===== src/rtl/acc_core_p.sv =====
// Multicycle accumulator core with req/ack instruction and data memory ports.
// A run/stall input, a terminal HALT state and a sticky illegal-opcode flag are included.
//
// state   | meaning
// FETCH   | im_req high, wait for im_ack, latch IR, advance PC
// EXEC    | execute IR; LDM/STM continue in MEM, HALT parks
// MEM     | dm_req high, wait for dm_ack (LDM loads AC and Z)
// HALT    | terminal, no requests, left only through rst
module acc_core_p #(
    parameter int DATA_W = 16,
    parameter int NREG   = 6,
    parameter int PC_W   = 8,
    parameter int DM_W   = 8
) (
    input  logic              clk,
    input  logic              rst,
    input  logic              run,
    output logic              im_req,
    output logic [PC_W-1:0]   im_addr,
    input  logic [15:0]       im_rdata,
    input  logic              im_ack,
    output logic              dm_req,
    output logic              dm_we,
    output logic [DATA_W-1:0] dm_addr,
    output logic [DM_W-1:0]   dm_wdata,
    input  logic [DM_W-1:0]   dm_rdata,
    input  logic              dm_ack,
    output logic              halted,
    output logic              illegal,
    output logic [DATA_W-1:0] ac_out
);

    localparam logic [1:0] S_FETCH = 2'd0;
    localparam logic [1:0] S_EXEC  = 2'd1;
    localparam logic [1:0] S_MEM   = 2'd2;
    localparam logic [1:0] S_HALT  = 2'd3;

    localparam logic [3:0] OP_LDI  = 4'h1;
    localparam logic [3:0] OP_MOV  = 4'h2;
    localparam logic [3:0] OP_MVA  = 4'h3;
    localparam logic [3:0] OP_ADD  = 4'h4;
    localparam logic [3:0] OP_SUB  = 4'h5;
    localparam logic [3:0] OP_AND  = 4'h6;
    localparam logic [3:0] OP_INC  = 4'h7;
    localparam logic [3:0] OP_LDM  = 4'h8;
    localparam logic [3:0] OP_STM  = 4'h9;
    localparam logic [3:0] OP_SDAR = 4'hA;
    localparam logic [3:0] OP_INCD = 4'hB;
    localparam logic [3:0] OP_JMP  = 4'hC;
    localparam logic [3:0] OP_JZ   = 4'hD;
    localparam logic [3:0] OP_ILL  = 4'hE;
    localparam logic [3:0] OP_HALT = 4'hF;

    logic [1:0]        state;
    logic [PC_W-1:0]   pc;
    logic [15:0]       ir;
    logic [DATA_W-1:0] ac;
    logic [DATA_W-1:0] dar;
    logic              z;
    logic              illegal_q;
    logic [DATA_W-1:0] rf [NREG];

    logic [3:0]        op;
    logic [3:0]        rn;
    logic [7:0]        imm;
    logic [DATA_W-1:0] rd;
    logic [DATA_W-1:0] alu;
    logic              rf_we;
    logic [DATA_W-1:0] rf_wdata;

    assign op  = ir[15:12];
    assign rn  = ir[11:8];
    assign imm = ir[7:0];

    // Indices at or above NREG match no register: reads give 0, writes vanish.
    always_comb begin
        rd = '0;
        for (int i = 0; i < NREG; i++) begin
            if (rn == 4'(i)) rd = rf[i];
        end
    end

    always_comb begin
        alu = ac;
        case (op)
            OP_LDI:  alu = DATA_W'(imm);
            OP_MVA:  alu = rd;
            OP_ADD:  alu = ac + rd;
            OP_SUB:  alu = ac - rd;
            OP_AND:  alu = ac & rd;
            default: alu = ac;
        endcase
    end

    assign rf_we    = run && (state == S_EXEC) && ((op == OP_MOV) || (op == OP_INC));
    assign rf_wdata = (op == OP_INC) ? rd + DATA_W'(1) : ac;

    always_ff @(posedge clk) begin
        if (rst) begin
            state     <= S_FETCH;
            pc        <= '0;
            ir        <= '0;
            ac        <= '0;
            dar       <= '0;
            z         <= 1'b0;
            illegal_q <= 1'b0;
            for (int i = 0; i < NREG; i++) rf[i] <= '0;
        end else if (run) begin
            case (state)
                S_FETCH: begin
                    if (im_ack) begin
                        ir    <= im_rdata;
                        pc    <= pc + PC_W'(1);
                        state <= S_EXEC;
                    end
                end
                S_EXEC: begin
                    state <= S_FETCH;
                    case (op)
                        OP_LDI, OP_MVA, OP_ADD, OP_SUB, OP_AND: begin
                            ac <= alu;
                            z  <= (alu == '0);
                        end
                        OP_SDAR: dar <= rd;
                        OP_INCD: dar <= dar + DATA_W'(1);
                        OP_JMP:  pc <= PC_W'(imm);
                        OP_JZ:   if (z) pc <= PC_W'(imm);
                        OP_LDM, OP_STM: state <= S_MEM;
                        OP_ILL:  illegal_q <= 1'b1;
                        OP_HALT: state <= S_HALT;
                        default: ;
                    endcase
                    for (int i = 0; i < NREG; i++) begin
                        if (rf_we && (rn == 4'(i))) rf[i] <= rf_wdata;
                    end
                end
                S_MEM: begin
                    if (dm_ack) begin
                        if (op == OP_LDM) begin
                            ac <= DATA_W'(dm_rdata);
                            z  <= (dm_rdata == '0);
                        end
                        state <= S_FETCH;
                    end
                end
                default: ;
            endcase
        end
    end

    // Requests decode straight from state, so a stall holds them unchanged.
    assign im_req   = (state == S_FETCH);
    assign im_addr  = pc;
    assign dm_req   = (state == S_MEM);
    assign dm_we    = (state == S_MEM) && (op == OP_STM);
    assign dm_addr  = dar;
    assign dm_wdata = ac[DM_W-1:0];
    assign halted   = (state == S_HALT);
    assign illegal  = illegal_q;
    assign ac_out   = ac;

endmodule

===== config.mk =====
export PLATFORM = sky130hd
export DESIGN_NAME = acc_core_p
export DESIGN_NICKNAME = d
export VERILOG_FILES = /design/src/rtl/acc_core_p.sv
export SDC_FILE = /design/constraint.sdc
export NUM_CORES = 1
export LEC_CHECK = 0
export ABC_CLOCK_PERIOD_IN_PS = 5520
export CAP_MARGIN = 20
export CORE_ASPECT_RATIO = 0.7
export CORE_UTILIZATION = 35
export DETAILED_ROUTE_END_ITERATION = 7
export GPL_ROUTABILITY_DRIVEN = 0
export PLACE_DENSITY = 0.55
export SYNTH_ARGS = -nofsm -noshare
export SYNTH_HDL_FRONTEND = slang
export SYNTH_SLANG_ARGS = --single-unit
export TNS_END_PERCENT = 5

===== constraint.sdc =====
create_clock -name clk -period 5.52 [get_ports clk]
set_input_delay 1.656 -clock clk [delete_from_list [all_inputs] [get_ports clk]]
set_output_delay 1.656 -clock clk [all_outputs]
set_load 0.05 [all_outputs]

==> summary.md, run 1 <==
| Metric | Value |
|---|---|
| Starting Density | `0.360` |
| Setup TNS | `0 ns` |
| Post-synthesis sequential area ratio | `0.421` |
| Min-delay src | `illegal` |
| Nets@finish | `1187` |
| Cell Area, Synth | `9700 sq um` |
| Count leader, synth | `nor2_1` |
| Layout Utilization | `0.422` |
| Antenna-violating nets left | `0` |
| Core area | `27000 sq um` |
| Fin. Hold Viols | `0` |
| Hold Path Depth | `2` |
| Fin Clk Skew | `0.0145 ns` |
| Max incr delay on CP | `0.65 ns` |
| Leakage | `3.92 nW` |
| CP startpoint kind | `flop` |
| Synth cell types | `100` |
| Post-synth EDFFs | `96` |
| Initial antenna violation count | `0` |
| DRT Wirelength | `31800 um` |
| Yosys top cell area share | `0.297` |
| YS warnings | `0` |
| Synth Instances | `1078` |
| Worst-Skew Late Latency | `0.45 ns` |
| Final worst path period share | `0.930` |
| Min-Delay Path Class | `flop to flop` |
| Drt pass-1 iters | `6` |
| Cts hold-fix bufs | `0` |
| Critical-path cell list | `buf_4 -> nor3b_4 -> a22oi_1 -> a21oi_1 -> nor2_1 -> buf_4 -> a31oi_1 -> xor2_1 -> ha_1 -> o21a_1 -> o31ai_1 -> a211oi_1 -> nor2_1 -> xor2_1 -> o21ai_0 -> buf_4 -> a211oi_1 -> nand4_1 -> o32ai_2` |
| Post-detail-place hpwl | `23600 um` |
| Top post-synthesis cells by area | `edfxtp_1 (30%), dfxtp_1 (12%), nor2_1 (7.4%), a21oi_1 (4.1%), nand2_1 (4.1%)` |
| Wire per inst | `21.1 um` |
| TritonCTS clock tree | `done` |
| Endpoint, Worst Hold | `illegal` |
| Drt via density | `5.70` |
| All-Layer GR Usage | `0.225` |
| F_max | `195 MHz` |
| R2r endpoint | `z` |
| CTS Sinks | `156` |
| Most used cell, CP | `buf_4` |
| CP Data Required Time | `5.83 ns` |
| R2r startpoint | `ir[8]` |
| CTS Buf Count | `17` |
| Crit path capture type | `flop` |
| Port Buf Inserts | `81` |
| Ys flop type | `edfxtp_1` |
| CP Max Fanout | `9` |
| Post-synth top cells | `nor2_1 (192), nand2_1 (105), edfxtp_1 (96)` |
| Worst Path Arrival | `5.44 ns` |
| R2R setup slack | `0.39 ns` |
| 1st-iter DRT viols | `1143` |
| CTS root buf | `clkbuf_16` |
| # setup viols final | `0` |
| Via Count | `8599` |
| Post-route DRC | `0` |
| Largest net degree at the start of global routing | `41` |
| H-tree depth | `4` |
| CTS max path bufs | `2` |
| Io pins | `82` |
| Share of layout cells above drive strength 1 | `0.0952` |
| Power per cell area | `263 nW/um^2` |
| FP Rows | `50` |
| Largest area contributor in the netlist | `edfxtp_1` |
| Die width | `201 um` |
| Crit path time final | `5.13 ns` |
| Reg clk slew, reported paths | `0.07 ns` |
| Critical path class | `flop to flop` |
| Post-synth net total | `1132` |
| DIE AREA | `28400 sq um` |
| Maxcap violations | `0` |
| RSZ-0062 raised after global routing | `no` |
| Area Overhead vs Synth | `17.3%` |
| Slowest CP cell | `o21ai_0` |
| Syn_area_per_cell | `9.00 sq um` |
| Hold Worst Slack | `0.471 ns` |
| Worst Tran Pin Value | `0.999 ns` |
| Antenna diodes | `0` |
| Final Slew Violations | `0` |
| CTS resizes | `0` |
| Overflow after GRT | `0` |
| Number of synthesized register bits | `156` |
| DIE HEIGHT | `141 um` |
| # fillers | `2633` |
| First-pass GRT wire length | `48200 um` |
| Setup repair bufs after CTS | `0` |
| Status | `finished clean` |
| Peak supply drop | `224 uV` |
| Vias in the first global route | `7794` |
| Slew Limit Headroom | `0.332` |
| Worst R2R Path Depth | `19` |
| Post-synthesis async set-or-reset flop share | `0` |
-- critical path, delay by kind of cell, from the launching register on --
family                     cells  cell delay, ns
DFF                            1            0.55
adders and majority gates      1            0.40
and+or+nand+nor                4            0.79
AOI/OAI and AO/OA              9            2.29
xor gates and xnor gates       2            0.27
buffers and inverters          3            0.70
-- through the flow --
step	instances	setup slack, ns	total power, mW	area (sq um)
floorplan	1078	1.27	1.65	9700
global placement	1476	0.476	1.80	10800
detailed placement	1477	0.457	1.80	10800
CTS	1508	0.424	3.00	11400
global route	1509	0.0267	3.09	11400
finish	1509	0.385	2.99	11400
-- registers in the layout, indices dropped and copies added, names as in the netlist --
register	flops
rf	96
illegal	1
im_addr	8
ac_out	16
z	1
ir	16
dm_addr	16
state	2
-- metal layers --
metal	up-vias	GRT usage	part of all wire
li1	4047	-	-
met2	398	0.290	0.38
met4	0	0.0482	0.011
met1	4119	0.356	0.51
met3	35	0.0675	0.11
met5	-	0	0
-- logic make-up after synthesis --
| family | count (synthesis) | synth area share |
|---|---|---|
| simple gates | 451 | 0.226 |
| compound gates | 277 | 0.192 |
| flops | 156 | 0.421 |
| buf+inv | 91 | 0.0455 |
| mux | 43 | 0.0508 |
| xor+xnor | 35 | 0.0316 |
| fa+ha+maj | 25 | 0.0330 |
-- power by group --
group          switching [mW]  internal [mW]
Clock                   0.565          0.638
Sequential             0.0303           1.27
Combinational           0.312          0.182
Total                   0.907           2.09
-- area by class of cell --
cell class | count | area (sq um) | share of cell area
clock buffer | 17 | 425 | 0.0374
clock inverter | 14 | 150 | 0.0132
inverter | 22 | 82.6 | 0.00726
multi-input combinational | 831 | 5180 | 0.456
sequential | 156 | 4090 | 0.359
tap | 364 | 455 | 0.0400
timing repair buffer | 105 | 996 | 0.0875
-- layout by cell type (no fill, tap or decap), drive strengths merged, types with 7 or more instances in the layout --
master / count
a211oi: 10
buf: 25
nand3: 26
mux2i: 33
nor4b: 7
edfxtp: 96
a22oi: 22
a21o: 8
dfxtp: 60
clkbuf: 17
or3: 7
o211ai: 9
nand2: 108
nand2b: 9
nor2: 194
xnor2: 14
o22ai: 10
and3: 17
inv: 31
xor2: 21
mux2: 7
nor3: 30
clkdlybuf4s50: 80
ha: 24
a21oi: 84
o21ai: 66
-- how the worst max path moves through the flow --
stage / from / to / slack [ns] / cells after the start
3_3_place_gp: ir[10] / z / 0.48 / 16
4_1_cts: ir[10] / z / 0.42 / 16
2_1_floorplan: ir[9] / z / 1.27 / 21
3_5_place_dp: ir[10] / z / 0.46 / 17
6_report: ir[8] / z / 0.39 / 19
5_1_grt: ir[9] / z / 0.03 / 20
No activity file was read; power rests on OpenSTA's default activity.
==> run 2, diff against run 1 <==
--- a/config.mk
+++ b/config.mk
@@ -7,11 +7,13 @@
 export LEC_CHECK = 0
 export ABC_CLOCK_PERIOD_IN_PS = 5520
 export CAP_MARGIN = 20
+export CELL_PAD_IN_SITES_DETAIL_PLACEMENT = 1
+export CELL_PAD_IN_SITES_GLOBAL_PLACEMENT = 1
 export CORE_ASPECT_RATIO = 0.7
-export CORE_UTILIZATION = 35
+export CORE_UTILIZATION = 45
 export DETAILED_ROUTE_END_ITERATION = 7
 export GPL_ROUTABILITY_DRIVEN = 0
-export PLACE_DENSITY = 0.55
+export PLACE_DENSITY = 0.82
 export SYNTH_ARGS = -nofsm -noshare
 export SYNTH_HDL_FRONTEND = slang
 export SYNTH_SLANG_ARGS = --single-unit
==> summary.md, run 2 (same netlist as run 1, synthesis figures left out) <==
| Metric | Value |
|---|---|
| Status | `finished clean` |
| Final instance area | `11300 sq um (-0.56%)` |
| Final worst path period share | `0.919 (-0.0114)` |
| Worst Tran Pin Value | `1.00 ns (+0.00115 ns)` |
| H-tree depth | `4 (unchanged)` |
| Fin Clk Skew | `0.00988 ns (-0.00466 ns)` |
| All-Layer GR Usage | `0.313 (+0.0879)` |
| DRT Wirelength | `34100 um (+7.3%)` |
| Crit path capture type | `flop` |
| Overflow after GRT | `0 (unchanged)` |
| Slowest CP cell | `or4_1` |
| Reg clk slew, reported paths | `0.07 ns (about the same)` |
| Setup TNS | `0 ns (unchanged)` |
| Most common cell after layout, fill and taps aside | `nor2_1` |
| Area Overhead vs Synth | `16.7%` |
| CP Data Required Time | `5.87 ns (+0.04 ns)` |
| Fin. Hold Viols | `0 (unchanged)` |
| Post-detail-place hpwl | `24500 um (+3.9%)` |
| CTS Buf Count | `17 (unchanged)` |
| Antenna diodes | `0 (unchanged)` |
| # setup viols final | `0 (unchanged)` |
| Min-Delay Path Class | `flop to flop` |
| First-pass GRT wire length | `51800 um (+7.4%)` |
| Leakage | `3.94 nW (+0.58%)` |
| F_max | `197 MHz (+1.2%)` |
| Drt pass-1 iters | `5 (-1)` |
| Largest reg by FF count | `rf` |
| Post-route DRC | `0 (unchanged)` |
| Max FFs per register | `96 (unchanged)` |
| RSZ-0062 raised after global routing | `no` |
| Worst R2R Path Depth | `17 (-2)` |
| Pre-CTS setup slack | `0.427 ns (-0.0298 ns)` |
| Starting Density | `0.464 (+0.104)` |
| Worst-Skew Late Latency | `0.45 ns (about the same)` |
| R2r startpoint | `ir[10]` |
| CP Max Fanout | `11 (+2)` |
| Initial antenna violation count | `1 (+1)` |
| Die width | `177 um (-12%)` |
| Core area | `20900 sq um (-22%)` |
| Max incr delay on CP | `0.58 ns (-0.07 ns)` |
| Placed Area | `10700 sq um (-0.56%)` |
| Min-delay src | `illegal` |
| CTS root buf | `clkbuf_16` |
| Critical-path cell list | `or3b_4 -> o21bai_2 -> inv_1 -> ha_1 -> nand3_1 -> inv_1 -> a21oi_1 -> xor2_1 -> ha_1 -> or4_1 -> o21ai_0 -> mux2i_1 -> a211o_1 -> nor4_1 -> and4_1 -> nand4_1 -> o32ai_2` |
| Worst Path Arrival | `5.42 ns (-0.02 ns)` |
| FP Rows | `44 (-12%)` |
| Vias in the first global route | `8752 (+12%)` |
| DIE AREA | `22200 sq um (-22%)` |
| Maxcap violations | `0 (unchanged)` |
| Crit path time final | `5.07 ns (-0.0627 ns)` |
| Largest net degree at the start of global routing | `40 (-2.4%)` |
| CTS Sinks | `156 (unchanged)` |
| 1st-iter DRT viols | `1005 (-12%)` |
| Via Count | `9018 (+4.9%)` |
| CTS max path bufs | `2 (unchanged)` |
| Port Buf Inserts | `81 (unchanged)` |
| Io pins | `82 (unchanged)` |
| Power per cell area | `262 nW/um^2 (-0.27%)` |
| Wire per inst | `23.8 um (+13%)` |
| Final Slew Violations | `0 (unchanged)` |
| DIE HEIGHT | `125 um (-12%)` |
| CP startpoint kind | `flop` |
| Slew Limit Headroom | `0.333 (+0.00110)` |
| Peak supply drop | `236 uV (+5.6%)` |
| Critical path class | `flop to flop` |
| TritonCTS clock tree | `done` |
| Commonest cells after routing, fill and taps aside | `nor2_1 (192), nand2_1 (105), edfxtp_1 (96), clkdlybuf4s50_1 (80), a21oi_1 (79)` |
| Layout Utilization | `0.541 (+0.119)` |
| Nets@finish | `1195 (+0.67%)` |
| Antenna-violating nets left | `0 (unchanged)` |
| Final WS setup | `0.448 ns (+0.0627 ns)` |
| CP Launch Point | `ir[10]` |
| Drt via density | `6.31 (+11%)` |
| Setup repair bufs after CTS | `0 (unchanged)` |
| Hold Path Depth | `2 (unchanged)` |
| Share of layout cells above drive strength 1 | `0.0997 (+0.00446)` |
[run 2: cell count changes in the layout (fill, tap and decap cells not counted), sizes merged]
cell      change
buf           +8
clkinvlp      +2
clkinv        +2
clkbuf        +3
inv           -6
[run 2: area by class of cell]
type	instances	area [sq um]
clock buffer	20	447
inverter	22	82.6
sequential	156	4090
fill	2405	9600
timing repair buffer	113	1050
multi-input combinational	831	5190
clock inverter	12	113
tap	276	345
[run 2: metal layers]
metal  vias up  GRT usage  part of all wire
met1      4497      0.452              0.45
li1       4068          -                 -
met5         -          0                 0
met3        49     0.0882             0.095
met4         0     0.0945             0.021
met2       404      0.448              0.43
[run 2: worst paths after layout]
check        slack, ns  endpoint
min               0.48   illegal
min reg2reg       0.48   illegal
max reg2reg       0.45         z
max               0.45         z
[run 2: worst max-delay path: cells and delay by family (launching register included)]
family	cells	cell delay, ns
compound gates	5	1.61
flops	1	0.50
mux	1	0.13
fa+ha+maj	2	0.48
buf+inv	2	0.22
simple gates	6	1.93
xor+xnor	1	0.09
[run 2: timing repair]
item,4_1_cts,5_1_grt
hold buffers,0,0
gates resized for setup,0,6
endpoints found under the setup margin,0,3
[run 2: per-stage QoR]
stage	total power, mW	hold WS (ns)	std cells
finish	2.97	0.485	1430
global route	3.06	0.513	1430
CTS	2.96	0.491	1429
detailed placement	1.81	0.470	1397
global placement	1.80	0.464	1397
floorplan	1.65	0.449	1078
[run 2: power by group]
group / switching, mW / internal (mW) / total [mW]
Combinational: 0.329 / 0.186 / 0.515
Sequential: 0.0280 / 1.27 / 1.30
Clock: 0.524 / 0.635 / 1.16
Total: 0.880 / 2.09 / 2.97
==> run 3, diff against run 2 <==
--- a/config.mk
+++ b/config.mk
@@ -9,7 +9,7 @@
 export CAP_MARGIN = 20
 export CELL_PAD_IN_SITES_DETAIL_PLACEMENT = 1
 export CELL_PAD_IN_SITES_GLOBAL_PLACEMENT = 1
-export CORE_ASPECT_RATIO = 0.7
+export CORE_ASPECT_RATIO = 1.25
 export CORE_UTILIZATION = 45
 export DETAILED_ROUTE_END_ITERATION = 7
 export GPL_ROUTABILITY_DRIVEN = 0
==> summary.md, run 3 (same netlist as run 1, synthesis figures left out) <==
| Metric | Value |
|---|---|
| Crit path capture type | `flop` |
| Leakage | `3.95 nW (+0.37%)` |
| CP startpoint kind | `flop` |
| TritonCTS clock tree | `done` |
| Largest net degree at the start of global routing | `37 (-7.5%)` |
| Setup repair bufs after CTS | `0 (unchanged)` |
| Drt via density | `6.21 (-1.6%)` |
| Die width | `133 um (-25%)` |
| R2r startpoint | `ir[9]` |
| Post-route DRC | `0 (unchanged)` |
| CP Data Required Time | `5.87 ns (about the same)` |
| Io pins | `82 (unchanged)` |
| Core area | `21000 sq um (+0.22%)` |
| CP Launch Point | `ir[9]` |
| CTS Sinks | `156 (unchanged)` |
| # setup viols final | `0 (unchanged)` |
| F_max | `189 MHz (-3.9%)` |
| R2R setup slack | `0.24 ns (-0.21 ns)` |
| Total Power | `2.96 mW (-0.36%)` |
| Antenna diodes | `0 (unchanged)` |
| Power per cell area | `261 nW/um^2 (-0.40%)` |
| CTS root buf | `clkbuf_16` |
| Slew Limit Headroom | `0.319 (-0.0142)` |
| DRT Wirelength | `33000 um (-3.1%)` |
| CTS Buf Count | `17 (unchanged)` |
| Setup TNS | `0 ns (unchanged)` |
| First-pass GRT wire length | `51100 um (-1.2%)` |
| Min-Delay Path Class | `flop to flop` |
| R2r endpoint | `z` |
| Crit path time final | `5.28 ns (+0.206 ns)` |
| Final instance area | `11300 sq um (about the same)` |
| 1st-iter DRT viols | `874 (-13%)` |
| Worst setup path endpoint | `z` |
| Vias in the first global route | `9241 (+5.6%)` |
| Reg clk slew, reported paths | `0.07 ns (about the same)` |
| Starting Density | `0.463 (-0.000996)` |
| Share of layout cells above drive strength 1 | `0.103 (+0.00329)` |
| Fin Clk Skew | `0.00777 ns (-0.00210 ns)` |
| Max FFs per register | `96 (unchanged)` |
| RSZ-0062 raised after global routing | `no` |
| Pre-CTS setup slack | `0.405 ns (-0.0220 ns)` |
| Worst R2R Path Depth | `18 (+1)` |
| # fillers | `2428 (+0.96%)` |
| Status | `finished clean` |
| Antenna-violating nets left | `0 (unchanged)` |
| Initial antenna violation count | `0 (-1)` |
| Drt pass-1 iters | `5 (unchanged)` |
| Final Slew Violations | `0 (unchanged)` |
| DIE AREA | `22100 sq um (about the same)` |
| Wire per inst | `23.1 um (-3.1%)` |
| Maxcap violations | `0 (unchanged)` |
| DIE HEIGHT | `166 um (+33%)` |
| CP Max Fanout | `23 (+12)` |
| Commonest cells after routing, fill and taps aside | `nor2_1 (192), nand2_1 (105), edfxtp_1 (96), clkdlybuf4s50_1 (80), a21oi_1 (79)` |
| Layout Utilization | `0.540 (-0.000923)` |
| Port Buf Inserts | `81 (unchanged)` |
| Fin. Hold Viols | `0 (unchanged)` |
| FP Rows | `59 (+34%)` |
| Final worst path period share | `0.956 (+0.0374)` |
| Nets@finish | `1197 (+0.17%)` |
| Placed Area | `10700 sq um (+0.12%)` |
| H-tree depth | `4 (unchanged)` |
| Largest reg by FF count | `rf` |
| Via Count | `8875 (-1.6%)` |
| All-Layer GR Usage | `0.304 (-0.00929)` |
| Critical path class | `flop to flop` |
| Overflow after GRT | `0 (unchanged)` |
| Final WS setup | `0.242 ns (-0.206 ns)` |
| Most common cell after layout, fill and taps aside | `nor2_1` |
| Post-detail-place hpwl | `24000 um (-2.0%)` |
| Worst Tran Pin Value | `1.02 ns (+0.0213 ns)` |
| Peak supply drop | `228 uV (-3.4%)` |
| Worst Path Arrival | `5.63 ns (+0.21 ns)` |
| CTS max path bufs | `2 (unchanged)` |
| Worst-Skew Late Latency | `0.44 ns (about the same)` |
| Area Overhead vs Synth | `16.7% (about the same)` |
-- run 3: changes by cell type in the layout (fill, tap and decap cells not counted), sizes merged --
| cell | before | now |
|---|---|---|
| clkbuf | 20 | 17 |
| inv | 25 | 31 |
| clkinvlp | 3 | 1 |
| bufinv | 1 | 0 |
| buf | 33 | 35 |
-- run 3: through the flow --
| stage | std cells | hold WS (ns) |
|---|---|---|
| after floorplan | 1078 | 0.449 |
| after global placement | 1397 | 0.457 |
| after detailed placement | 1397 | 0.463 |
| after CTS | 1429 | 0.480 |
| after global routing | 1430 | 0.523 |
| final | 1430 | 0.479 |
-- run 3: critical path: stages, from the launching register on --
cell and delay [ns]:
dfxtp_2 0.67, nor2b_1 0.19, nor3b_2 0.21, buf_4 0.20
and2_1 0.21, nor4_2 0.42, nand3_1 0.21, inv_1 0.16
a21oi_1 0.10, xor2_1 0.18, ha_1 0.26, or4_1 0.58
o21ai_0 0.37, mux2i_1 0.13, a211o_1 0.28, nor4_1 0.42
and4_1 0.26, nand4_1 0.10, o32ai_2 0.23
-- run 3: report_power, final --
part / switching (mW) / internal [mW] / total, mW
clock: 0.564 / 0.601 / 1.16
combinational: 0.312 / 0.182 / 0.494
sequential: 0.0327 / 1.27 / 1.30
-- run 3: worst min path at each step --
stage	startpoint	to	slack, ns	cells past startpoint
2_1_floorplan	ir[5]	ir[5]	0.45	2
3_3_place_gp	illegal	illegal	0.46	2
3_5_place_dp	illegal	illegal	0.46	2
4_1_cts	illegal	illegal	0.48	2
5_1_grt	ir[4]	ir[4]	0.52	2
6_report	illegal	illegal	0.48	2
-- run 3: timing repair --
item	CTS	global route
resized for setup	0	1
hold endpoints to repair	0	0
setup endpoints to repair	0	1
hold buffers	0	0
-- run 3: layout make-up --
cell class	instances	area (sq um)	share of cell area
inverters	22	82.6	0.00729
clock buffers	17	425	0.0376
repair buffers	115	1060	0.0937
clock inverters	15	149	0.0132
well taps	274	343	0.0303
multi-input cells	831	5170	0.457
flip-flops and latches	156	4090	0.361
-- run 3: routing by layer --
layer | global-route usage | share of wire | up-vias
met5 | 0 | 0 | -
met2 | 0.534 | 0.51 | 318
met1 | 0.345 | 0.39 | 4384
met3 | 0.0427 | 0.044 | 101
li1 | - | - | 4072
met4 | 0.186 | 0.055 | 0
